### src/rtl/ddr_pin_pkg.sv
// Shared types and defaults for the DDR pin burst controller.
package ddr_pin_pkg;

  typedef enum logic [2:0] {
    ST_IDLE,
    ST_PRE,
    ST_SHIFT,
    ST_WAIT,
    ST_TURN
  } state_e;

  localparam int unsigned WORD_W_DEF   = 8;
  localparam int unsigned PRE_CYC_DEF  = 2;
  localparam int unsigned TURN_CYC_DEF = 2;

  // Counter width able to index 0..n-1, never narrower than one bit.
  function automatic int unsigned cnt_w(input int unsigned n);
    return (n <= 1) ? 1 : unsigned'($clog2(n));
  endfunction

  localparam int unsigned BEAT_W = cnt_w(WORD_W_DEF / 2);

endpackage

### src/rtl/rr_arb2.sv
// Two-way round-robin arbiter; the pointer moves to the served requester on i_done.
module rr_arb2 (
  input  logic       clk,
  input  logic       rst_n,
  input  logic [1:0] i_req,
  input  logic       i_done,
  input  logic       i_done_id,
  output logic [1:0] o_gnt_c
);

  // Requester served most recently; resets to 1 so requester 0 wins the first tie.
  logic r_last;

  always_ff @(posedge clk) begin
    if (!rst_n) begin
      r_last <= 1'b1;
    end else if (i_done) begin
      r_last <= i_done_id;
    end
  end

  always_comb begin
    o_gnt_c = i_req;
    if (i_req == 2'b11) begin
      o_gnt_c = r_last ? 2'b01 : 2'b10;
    end
  end

endmodule

### src/rtl/ddr_pin_burst_ctrl.sv
// Shares one ODDRE1+IOBUF pad between two requesters, framing each burst with
// a driven-low preamble and a hi-Z turnaround.
module ddr_pin_burst_ctrl
  import ddr_pin_pkg::*;
#(
  parameter int unsigned WORD_W   = WORD_W_DEF,
  parameter int unsigned PRE_CYC  = PRE_CYC_DEF,
  parameter int unsigned TURN_CYC = TURN_CYC_DEF
) (
  input  logic                clk,
  input  logic                rst_n,
  input  logic [1:0]          req_valid,
  input  logic [1:0]          req_last,
  input  logic [2*WORD_W-1:0] req_data,
  output logic [1:0]          req_ready,
  output logic                oddr_d1,
  output logic                oddr_d2,
  output logic                iobuf_t,
  output logic [1:0]          grant,
  output logic                busy
);

  localparam int unsigned BEATS   = WORD_W / 2;
  localparam int unsigned BCW     = cnt_w(BEATS);
  localparam int unsigned CNT_MAX = (PRE_CYC > TURN_CYC) ? PRE_CYC : TURN_CYC;
  localparam int unsigned CW      = cnt_w(CNT_MAX);

  localparam logic [BCW-1:0] BEAT_LAST = BCW'(BEATS - 1);
  localparam logic [CW-1:0]  PRE_LAST  = CW'(PRE_CYC - 1);
  localparam logic [CW-1:0]  TURN_LAST = CW'(TURN_CYC - 1);

  state_e            r_state;
  logic [1:0]        r_grant;
  logic [CW-1:0]     r_cnt;
  logic [BCW-1:0]    r_beat;
  logic [WORD_W-1:0] r_sh;
  logic              r_last_acc;
  logic              r_d1;
  logic              r_d2;
  logic              r_t;
  logic              r_busy;

  logic [1:0]        w_arb_gnt;
  logic [1:0]        w_rdy;
  logic              w_acc;
  logic              w_done;
  logic              w_last;
  logic [WORD_W-1:0] w_data;

  rr_arb2 u_arb (
    .clk       (clk),
    .rst_n     (rst_n),
    .i_req     (req_valid),
    .i_done    (w_done),
    .i_done_id (r_grant[1]),
    .o_gnt_c   (w_arb_gnt)
  );

  // Ready windows: last PRE cycle, last beat of a non-final word, and underrun.
  always_comb begin
    w_rdy = 2'b00;
    case (r_state)
      ST_PRE:   if (r_cnt == PRE_LAST) w_rdy = r_grant;
      ST_SHIFT: if ((r_beat == BEAT_LAST) && !r_last_acc) w_rdy = r_grant;
      ST_WAIT:  w_rdy = r_grant;
      default:  w_rdy = 2'b00;
    endcase
  end

  assign w_acc  = |(req_valid & w_rdy);
  assign w_data = r_grant[1] ? req_data[2*WORD_W-1:WORD_W] : req_data[WORD_W-1:0];
  assign w_last = r_grant[1] ? req_last[1] : req_last[0];
  assign w_done = (r_state == ST_TURN) && (r_cnt == TURN_LAST);

  always_ff @(posedge clk) begin
    if (!rst_n) begin
      r_state    <= ST_IDLE;
      r_grant    <= 2'b00;
      r_cnt      <= '0;
      r_beat     <= '0;
      r_sh       <= '0;
      r_last_acc <= 1'b0;
      r_d1       <= 1'b0;
      r_d2       <= 1'b0;
      r_t        <= 1'b1;
      r_busy     <= 1'b0;
    end else if (w_acc) begin
      // Every accept starts a new word with beat 0 on the pins next cycle.
      r_state    <= ST_SHIFT;
      r_beat     <= '0;
      r_d1       <= w_data[0];
      r_d2       <= w_data[1];
      r_sh       <= w_data >> 2;
      r_last_acc <= w_last;
    end else begin
      case (r_state)
        ST_IDLE: begin
          if (|req_valid) begin
            r_state    <= ST_PRE;
            r_grant    <= w_arb_gnt;
            r_cnt      <= '0;
            r_last_acc <= 1'b0;
            r_t        <= 1'b0;
            r_busy     <= 1'b1;
          end
        end
        ST_PRE: begin
          if (r_cnt != PRE_LAST) begin
            r_cnt <= r_cnt + CW'(1);
          end else begin
            r_state <= ST_WAIT;
          end
        end
        ST_SHIFT: begin
          if (r_beat != BEAT_LAST) begin
            r_beat <= r_beat + BCW'(1);
            r_d1   <= r_sh[0];
            r_d2   <= r_sh[1];
            r_sh   <= r_sh >> 2;
          end else if (r_last_acc) begin
            r_state <= ST_TURN;
            r_cnt   <= '0;
            r_t     <= 1'b1;
            r_d1    <= 1'b0;
            r_d2    <= 1'b0;
          end else begin
            r_state <= ST_WAIT;
            r_d1    <= 1'b0;
            r_d2    <= 1'b0;
          end
        end
        ST_WAIT: begin
          r_d1 <= 1'b0;
          r_d2 <= 1'b0;
        end
        ST_TURN: begin
          if (r_cnt != TURN_LAST) begin
            r_cnt <= r_cnt + CW'(1);
          end else begin
            r_state <= ST_IDLE;
            r_grant <= 2'b00;
            r_busy  <= 1'b0;
          end
        end
        default: r_state <= ST_IDLE;
      endcase
    end
  end

  assign req_ready = w_rdy;
  assign oddr_d1   = r_d1;
  assign oddr_d2   = r_d2;
  assign iobuf_t   = r_t;
  assign grant     = r_grant;
  assign busy      = r_busy;

endmodule
### config.mk
export PLATFORM = sky130hd
export DESIGN_NAME = ddr_pin_burst_ctrl
export DESIGN_NICKNAME = d
export VERILOG_FILES = /design/src/rtl/ddr_pin_pkg.sv /design/src/rtl/rr_arb2.sv /design/src/rtl/ddr_pin_burst_ctrl.sv
export SDC_FILE = /design/constraint.sdc
export NUM_CORES = 1
export LEC_CHECK = 0
export ABC_AREA = 1
export CAP_MARGIN = 20
export CORE_MARGIN = 3
export CORE_UTILIZATION = 52
export CTS_CLUSTER_DIAMETER = 30
export DETAILED_ROUTE_END_ITERATION = 10
export GPL_ROUTABILITY_DRIVEN = 0
export GPL_TIMING_DRIVEN = 0
export PLACE_DENSITY = 0.9
export SYNTH_ARGS = -nofsm -noshare
export SYNTH_HDL_FRONTEND = slang
export SYNTH_SLANG_ARGS = --single-unit
### constraint.sdc
create_clock -name clk -period 3.6 [get_ports clk]
set_input_delay 0.9 -clock clk [delete_from_list [all_inputs] [get_ports clk]]
set_output_delay 0.9 -clock clk [all_outputs]
set_load 0.05 [all_outputs]
# Yosys cells after proc, flatten, opt, wreduce, memory -nomap -nowiden
# Index checks and enable logic that the tools add are counted.
[totals]
reg_bits = 20
input_bits = 22
output_inout_bits = 8
elab_cells = 98
[op_classes]
addsub = 2
n_eq_ne = 17
n_mux = 39
n_bitwise = 4
n_reduce_logical = 24
[ops]
columns = ["operator", "n"]
rows = [
  ["AND reduction 5 bit", 4],
  ["2-to-1 mux 6 bit", 3],
  ["2-to-1 mux 1 bit", 15],
  ["2-to-1 mux 3 bit", 5],
  ["case mux 3 bit (5 select lines)", 1],
  ["2-to-1 mux 2 bit", 7],
  ["!= test 2 bit, second input constant", 7],
  ["!= test 3 bit, second input constant", 4],
  ["nonzero test 2 bit", 6],
  ["2-to-1 mux 8 bit", 1],
  ["case mux 1 bit (2 select lines)", 4],
  ["== test 3 x 2 -> 1 bit, second input constant", 2],
  ["case mux 2 bit (3 select lines)", 1],
  ["AND reduction 2 bit", 3],
  ["nonzero test 3 bit", 2],
  ["OR reduction 2 bit", 3],
  ["== test 2 bit, second input constant", 2],
  ["case mux 2 bit (2 select lines)", 1],
  ["AND reduction 4 bit", 1],
  ["== test 3 x 1 -> 1 bit, second input constant", 1],
  ["== test 3 bit, second input constant", 1],
  ["logical NOT 3 bit", 1],
  ["inverter 1 bit", 3],
  ["case mux 1 bit (3 select lines)", 1],
  ["other kinds (6)", 7],
]

# Depth between registers and ports, before layout
# Gate-level depths: netlist of the first run.
[depth]
ltp_word = 8
mapped_depth = 12
depth_no_buf = 11

# By module
# From an unflattened synthesis of the first run, not the netlist that was laid out.
[unflattened]
cells_unflattened = 199
area_unflattened_um2 = 1231.2
[modules_own_cells]
columns = ["mod", "instances", "cells_each", "area_each_um2", "seq_area_each_um2"]
rows = [
  ["ddr_pin_burst_ctrl", 1, 191, 1176.1, 380.4],
  ["rr_arb2", 1, 8, 55.1, 20.0],
]

# Worst setup path before layout of the first run
# OpenSTA, ideal clock, no wires.
[synth_timing]
kind = "flip-flop to output port"
start = "register r_grant[0], in the netlist grant[0]"
end = "output req_ready[0]"
arrival_time_ns = 1.134
setup_slack_ns = 1.566
stages_incl_launch_ff = 5
path_buffers = 0
path_cell_list = "dfxtp_1 inv_1 nor2_1 nand2_1 nand3_2"
[synth_between]
elab_chain_cells = 2
elab_cells_between_ends = 3
cone_classes = "3 x mux"
[synth_rtl]
columns = ["element", "line_no", "source"]
rows = [
  ["start, declared", "ddr_pin_burst_ctrl.sv:33", "logic [1:0] r_grant;"],
  ["start signal, assigned", "ddr_pin_burst_ctrl.sv:100", "r_grant <= w_arb_gnt;"],
  ["2-to-1 mux 2 bit, on equally long branches", "ddr_pin_burst_ctrl.sv:64, ddr_pin_burst_ctrl.sv:63", ""],
  ["case mux 2 bit (3 select lines) (*)", "ddr_pin_burst_ctrl.sv:62", "case (r_state)"],
  ["end, declared", "ddr_pin_burst_ctrl.sv:15", "output logic [1:0] req_ready,"],
]
# Mark *: on every way between the ends. The rest lies on a longest branch, timed or not.

# Worst setup path after layout of the first run
[layout_timing]
start = "register r_state[2]"
end = "output req_ready[1]"
[layout_between]
elab_chain_cells = 2
elab_cells_between_ends = 4
cone_classes = "3 x eq/ne; 1 x mux"
[layout_rtl]
columns = ["element", "line_no", "source"]
rows = [
  ["start, declared", "ddr_pin_burst_ctrl.sv:32", "state_e r_state;"],
  ["start signal, assigned", "ddr_pin_burst_ctrl.sv:77", "r_state <= ST_IDLE;"],
  ["start signal, assigned", "ddr_pin_burst_ctrl.sv:89", "r_state <= ST_SHIFT;"],
  ["start signal, assigned", "ddr_pin_burst_ctrl.sv:99", "r_state <= ST_PRE;"],
  ["== test 3 x 2 -> 1 bit or == test 3 x 1 -> 1 bit (tied branches)", "ddr_pin_burst_ctrl.sv:62", ""],
  ["case mux 2 bit (3 select lines) (*)", "ddr_pin_burst_ctrl.sv:62", ""],
]
# Marks and branches as above.

==> reports/results.txt, run 1 <==
The run finished with clean final reports. Summing all multi-input logic gate instances after layout gives 661 um^2. The largest vdd supply drop came out at 0.385 mV. The maximum net fanout on the critical path was 8.

The floorplan step defined a core boundary enclosing 2060 um^2. Summing every instance area after synthesis gives 1190 um^2. Setup repair after global routing left no endpoint under its margin.

The number of nets produced by synthesis was 220; the number of synthesized flops with an enable pin was 0. For the number of instances in the synthesized netlist, the log shows 197. The kind of launch point of the worst setup path is a register. Traced cell by cell, the critical path runs through inv_2 -> nand2_2 -> nor2_4 -> nand2_1 -> nand3_2 -> clkdlybuf4s50_1. For this design the top-level I/O count stands at 30. The number of antenna repair diodes is 0. The fill cell instance count of the final layout came out at 168.

The effective utilization at floorplan came out at 0.576. Once the clock tree was built, the resizer swapped 0 gates to a different size. The area share of xor/xnor cells in the synthesized design works out to 0. For this run, the number of Yosys warnings is 0. In this run the worst hold path is classified as reg2reg. Leaving out fill and tap cells, the most frequent cell in the layout is sky130_fd_sc_hd__nand2_1. Across the routed clock network, the largest skew measured is 1.59 ps.

No sink is reached through more buffers than the 2 on the longest clock path. The final route contains 1317 vias. The die covers 2900 um^2. The compound-gate portion of the synthesized area was 0.0905. TritonCTS created 3 clock buffers. The shortest period the worst path allows came out at 2950 ps.

Counting distinct cell types in the post-synthesis netlist gives 21. The critical path is of the reg2out type. The tools report the global-route track usage on met2 as 0.498.

Clock-pin slew on the worst setup and hold paths: 120 ps. Clock tree synthesis selected as its root buffer the cell sky130_fd_sc_hd__clkbuf_4. For this design, the slowest cell found on the critical path is sky130_fd_sc_hd__clkdlybuf4s50_1.

The layer flagged by global routing as most heavily used is met2. The logs give 1328 for the via count of the first global-routing pass and 252 for the placed cell count. The logs give 4 for the iteration count of the initial detailed-routing pass and 0 for the antenna violation net count after detailed routing. The tools report the overall global routing resource usage as 0.254. The total count of max-transition violations in the final report is 0, and the area fraction in and, or, nand and nor cells after synthesis is 0.446. Met3 layer usage reported by global route: 0.0803. The worst setup path is captured at an output port.

The utilization after layout is 0.754, and the fraction of layout instances using a drive strength above 1 is 0.0830. The logs give 20 for the clock sink total and 0 for the total grt overflow. The first routing iteration left 25 violations.

The share of cell area taken by muxes after synthesis works out to 0.00842. The number of buffers added to fix hold violations after cts was 0. The via count normalized by instance count is 5.14, and the number of buffers added for setup after CTS is 0.

For this run, the post-layout net count is 253. TritonCTS built the clock tree. The arithmetic-cell share of the synthesized area counting full adders, half adders and majority gates was 0.0105. The most frequently used flop master after synthesis was sky130_fd_sc_hd__dfxtp_1. The pin count of the biggest net entering global routing was 13.

By area, the combinational part of the netlist is dominated by simple AND/OR/NAND/NOR gates. The count of standard-cell rows is 16, and the stage delay of the slowest cell on the critical path is 800 ps. The height of the die was 53.8 um; the achievable clock frequency was 338 MHz.

The average cell area after synthesis was 6.03 um^2. Summed over all layers, the routed wires come to 3.12 mm. The HPWL after detailed placement is 2.46 mm.

For the final routed database, the setup TNS stands at 0 ps. The first global-routing pass estimated 5.39 mm of wire. During placement, the flow inserted port buffers numbering 28. The number of antenna violations at the first check in global routing is 0, and the count of unresolved DRC violations after routing is 0. The tools report the register area as 400 um^2.

For the worst-skew pair, the clock arrives at the later sink with an insertion delay of 310 ps. The fraction of synthesis flops using an asynchronous set or reset pin was 0. The top cell types in the final layout, fill and taps aside, are sky130_fd_sc_hd__nand2_1, sky130_fd_sc_hd__nor2_1, sky130_fd_sc_hd__clkdlybuf4s50_1.

The share of the clock period used by the worst path is 0.821, and the number of synthesized register bits is 20. The relative slew slack was 0.662; the required time reported for the critical path endpoint was 2700 ps. The count of placed standard cells in the final layout, fillers left out is 256. The final-report setup violation count was 0; the die outline width was 53.8 um. The final hold violation count is 0, and the power density of the placed cells is 570 nW/um^2. The met1 track demand over resource in global routing came out at 0.252. The standby leakage power is 0.707 nW, and the post-detailed-route wirelength per cell is 12.2 um.

STA puts the critical path data arrival time at 2050 ps. Compared with the post-synthesis result, the final layout area differs by 30.8%. Across the run, the number of max-cap violations was 0. Number of H-tree branching levels: 1. The actual slew at the worst max-slew pin was 505 ps. Sequential share of the synthesized area: 0.337. Hold is met by 475 ps.
## stage by stage
| step | total power [mW] | cell area [um^2] | setup slack, ps |
|---|---|---|---|
| after floorplan | 0.575 | 1190 | 1570 |
| after detailed placement | 0.693 | 1500 | 1020 |
| final | 0.886 | 1560 | 646 |
| after global placement | 0.666 | 1500 | 1060 |
| after global routing | 0.943 | 1560 | 546 |
| after CTS | 0.879 | 1560 | 667 |
## synth_stat cells (2+ instances only)
cell / instances / area (um^2)
sky130_fd_sc_hd__a21oi_1: 12 / 60.1
sky130_fd_sc_hd__buf_6: 2 / 22.5
sky130_fd_sc_hd__clkbuf_1: 2 / 7.51
sky130_fd_sc_hd__dfxtp_1: 20 / 400
sky130_fd_sc_hd__inv_1: 20 / 75.1
sky130_fd_sc_hd__inv_2: 3 / 11.3
sky130_fd_sc_hd__nand2_1: 67 / 251
sky130_fd_sc_hd__nand2_2: 4 / 25.0
sky130_fd_sc_hd__nand3_1: 16 / 80.1
sky130_fd_sc_hd__nand3_2: 2 / 20.0
sky130_fd_sc_hd__nor2_1: 32 / 120
sky130_fd_sc_hd__o21ai_0: 8 / 40.0
## final timing paths
path             endpoint  slack (ps)  cells past startpoint       start
max          req_ready[1]         650                      6  r_state[2]
min               r_sh[5]         480                      2     r_sh[5]
max reg2reg       iobuf_t        2030                     11  r_state[0]
min reg2reg       r_sh[5]         480                      2     r_sh[5]
## power breakdown
part           internal [mW]  switching (mW)  total (mW)  leakage [nW]
sequential             0.255          0.0268       0.282         0.163
combinational          0.142           0.273       0.416         0.516
clock                  0.113          0.0764       0.189        0.0279
total                  0.510           0.376       0.886         0.707
## worst max-delay path: cells and delay by family, from the launching register on
| family | cells | cell delay, ps |
|---|---|---|
| buffers and inverters | 2 | 880 |
| and+or+nand+nor | 4 | 460 |
| DFF | 1 | 410 |
## layout make-up
| class | count | share of cell area |
|---|---|---|
| Multi-Input combinational cell | 148 | 0.425 |
| Sequential cell | 20 | 0.257 |
| Timing Repair Buffer | 28 | 0.180 |
| Inverter | 24 | 0.0579 |
| Buffer | 5 | 0.0241 |
| Tap cell | 27 | 0.0217 |
| Clock inverter | 1 | 0.0193 |
| Clock buffer | 3 | 0.0145 |
## kinds of logic (layout without fill, tap and decap cells)
logic type	count (synthesis)	count (layout)
AO/OA/AOI/OAI	21	21
flip-flops	20	20
buffers and inverters	29	61
multiplexers	1	1
AND/OR/NAND/NOR	125	125
adder cells (fa/ha/maj)	1	1
## state kept, by name, summed over array words and instances (netlist names)
register      count
r_sh              6
r_state           3
grant             2
r_beat            2
busy              1
iobuf_t           1
oddr_d1           1
oddr_d2           1
r_cnt             1
r_last_acc        1
u_arb.r_last      1
## layer usage
metal  wire length, um  share of wire
met1              1210           0.39
met2              1620           0.52
met3               259          0.083
met4                39          0.012
met5                 0              0
Power figures use the tool's default switching activity.
==> run 2: changes to the inputs <==
--- a/config.mk
+++ b/config.mk
@@ -8,12 +8,12 @@
 export ABC_AREA = 1
 export CAP_MARGIN = 20
 export CORE_MARGIN = 3
-export CORE_UTILIZATION = 52
+export CORE_UTILIZATION = 48
 export CTS_CLUSTER_DIAMETER = 30
 export DETAILED_ROUTE_END_ITERATION = 10
 export GPL_ROUTABILITY_DRIVEN = 0
 export GPL_TIMING_DRIVEN = 0
-export PLACE_DENSITY = 0.9
+export PLACE_DENSITY = 0.84
 export SYNTH_ARGS = -nofsm -noshare
 export SYNTH_HDL_FRONTEND = slang
 export SYNTH_SLANG_ARGS = --single-unit
==> constraint.sdc (replaced) <==
create_clock -name clk -period 3 [get_ports clk]
set_input_delay 0.75 -clock clk [delete_from_list [all_inputs] [get_ports clk]]
set_output_delay 0.75 -clock clk [all_outputs]
set_load 0.05 [all_outputs]
==> reports/results.txt, run 2 (same netlist as run 1, synthesis figures left out) <==
Counting instances, the worst hold path has a depth of 2. The critical register-to-register path startpoint was r_beat[0]. The final layout net count is 253. The tools report the post-CTS resize count as 0. After floorplanning, the core was sized to cover 2280 um^2.

Timing would allow up to 358 MHz. The power density of the placed cells was 628 nW/um^2; the number of flip-flops in the largest register was 6. The die is 55.8 um tall.

Global routing finished with a remaining overflow of 0. The number of clock buffers inserted by TritonCTS came out at 3. The capture endpoint of the worst hold path was iobuf_t. Max-cap violations in this run came to 0.

With fillers left out, the area of the finished cells amounts to 1540 um^2. The run finished with clean final reports. The run gives 1 as the number of H-tree branching levels. The logs give 0.192 for the overall global routing resource usage and 12 for the pin count of the biggest net entering global routing. The share of power burned in combinational logic was 0.492. Overall die area: 3110 um^2.

The worst min-delay path class was reg2reg. After layout, the design draws a total of 968 uW. The run gives 0.164 as the clock power share. The tools report the number of I/O pins as 30. In the layout the commonest cells are sky130_fd_sc_hd__nand2_1, sky130_fd_sc_hd__nor2_1, sky130_fd_sc_hd__clkdlybuf4s50_1. The run gives 0 as the final hold violation count.

At the worst endpoint, the arrival time is 2050 ps. The largest registers in the layout are r_sh (6), r_state (3). The largest vdd supply drop was 0.442 mV; the count of unresolved DRC violations after routing was 0. The logs give 0 for the number of antenna repair diodes and 0.345 for the fraction of power consumed by sequential logic.

After the first detailed-routing iteration, the DRC count stood at 50. The tools report the destination of the worst register-to-register timing path as iobuf_t. The shortest period the worst path allows is 2800 ps. The count of standard-cell rows came out at 17.

The analysis attributes to net switching a power of 417 uW. The share of the clock period used by the worst path was 0.932; the clock latency on the worst-skew pair was 310 ps. Actual slew at the worst max-slew pin: 506 ps. In this run, post-CTS hold repair placed 0 buffers. The most common library cell in the layout ignoring fill and taps is sky130_fd_sc_hd__nand2_1.

Total count of max-transition violations in the final report: 0. Setup violations remaining at the end of the flow were counted as 0. Startpoint of the most critical hold path: iobuf_t. The run gives 1144 as the via count of the first global-routing pass. The kind of end point of the critical path is an output port. The via count normalized by instance count works out to 4.80.

The clock tree root buffer cell is sky130_fd_sc_hd__clkbuf_4. The logs give 0.662 for the relative slew slack and 2250 ps for the required time reported for the critical path endpoint. In the final routed layout, each cell accounts on average for 10.7 um. Summing over every cut layer, the via total after detailed routing is 1234. The iteration count of the initial detailed-routing pass was 4; the internal power of the cells was 551 uW. The first global-routing pass estimated 4.81 mm of wire. The synthesis-to-finish area growth was 29.6%; the placement-stage cell area was 1500 um^2. Input and output buffers added on the ports amount to 28.

The logs give 12.3 ps for the setup clock skew after layout and 0 for the number of buffers added for setup after CTS. Setup repair after global routing left no endpoint under its margin. The kind of launch point of the worst setup path was a register. Wires add up to 2.74 mm.

The number of cells on the worst reg-to-reg path is 11. The run gives 0 as the antenna violation net count after detailed routing. Clock tree synthesis found a total of 20 sinks.

For the number of antenna violations at the first check in global routing, the log shows 0. The effective utilization at floorplan came out at 0.522. The maximum net fanout on the critical path is 5, and the clock-pin slew on the worst setup and hold paths is 100 ps. The fraction of layout instances using a drive strength above 1 is 0.0830, and the slack of the worst reg-to-reg path is 1400 ps.

The clock passes through at most 2 buffers. The standby leakage power came out at 0.700 nW. The register with the most flip-flops was r_sh. The die outline width works out to 55.8 um.

The start point of the critical path was r_state[1]. The switching power as a share of total power came out at 0.431. TritonCTS built the clock tree. After routing, the total negative slack on setup checks comes to 0 ps. The setup path with the least slack is of type reg2out. Summed over all nets, the half-perimeter wirelength after detailed placement is 2.14 mm.
==> run 2: cell count changes in the layout (fill, tap and decap cells not counted), sizes merged <==
cell,change
bufinv,-1
clkbuf,+1
==> run 2: final cells by class <==
| cell class | instances | area, um^2 |
|---|---|---|
| clock buffers | 4 | 36.3 |
| multi-input cells | 148 | 661 |
| repair buffers | 28 | 280 |
| inverters | 24 | 90.1 |
| flip-flops and latches | 20 | 400 |
| fillers | 212 | 736 |
| well taps | 28 | 35.0 |
| plain buffers | 5 | 37.5 |
==> run 2: worst max path at each step <==
stage | endpoint | slack (ps) | cells after the start
after floorplan | req_ready[0] | 1120 | 4
after global placement | req_ready[1] | 600 | 6
after detailed placement | req_ready[1] | 550 | 6
after CTS | req_ready[1] | 210 | 6
after global routing | req_ready[1] | 90 | 5
final | req_ready[1] | 200 | 5
==> run 2: metal layers <==
metal | GRT usage | share of wire | wire length, um
met5 | 0 | 0 | 0
met1 | 0.224 | 0.44 | 1210
met2 | 0.343 | 0.49 | 1350
met3 | 0.0510 | 0.054 | 149
met4 | 0.0521 | 0.0099 | 27
==> run 2: metrics by stage <==
stage	utilization	instances	hold slack [ps]	worst slack [ps]
CTS	0.677	257	458	210
global route	0.677	257	496	89.5
floorplan	-	197	439	1120
finish	0.677	257	456	204
global placement	0.661	253	438	597
detailed placement	0.661	253	438	553
==> run 2: power groups by stage <==
stage	combinational, mW	clock [mW]	sequential, mW
floorplan	0.313	0	0.377
global placement	0.469	0	0.339
detailed placement	0.473	0	0.340
CTS	0.475	0.160	0.334
global route	0.543	0.174	0.340
finish	0.476	0.158	0.334
==> run 2: critical path, cell delays in order, from the launching register on <==
cell and delay [ps]:
sky130_fd_sc_hd__dfxtp_1 370, sky130_fd_sc_hd__inv_1 100, sky130_fd_sc_hd__nor2_1 200, sky130_fd_sc_hd__nand3_1 140, sky130_fd_sc_hd__nand3_2 120, sky130_fd_sc_hd__clkdlybuf4s50_1 800
==> run 3: changes to the inputs <==
--- a/config.mk
+++ b/config.mk
@@ -11,9 +11,9 @@
 export CORE_UTILIZATION = 48
 export CTS_CLUSTER_DIAMETER = 30
 export DETAILED_ROUTE_END_ITERATION = 10
-export GPL_ROUTABILITY_DRIVEN = 0
 export GPL_TIMING_DRIVEN = 0
 export PLACE_DENSITY = 0.84
 export SYNTH_ARGS = -nofsm -noshare
 export SYNTH_HDL_FRONTEND = slang
 export SYNTH_SLANG_ARGS = --single-unit
+export TNS_END_PERCENT = 30
==> results of run 3 <==
The final DEF is identical to that of run 2; final timing and power are the same.
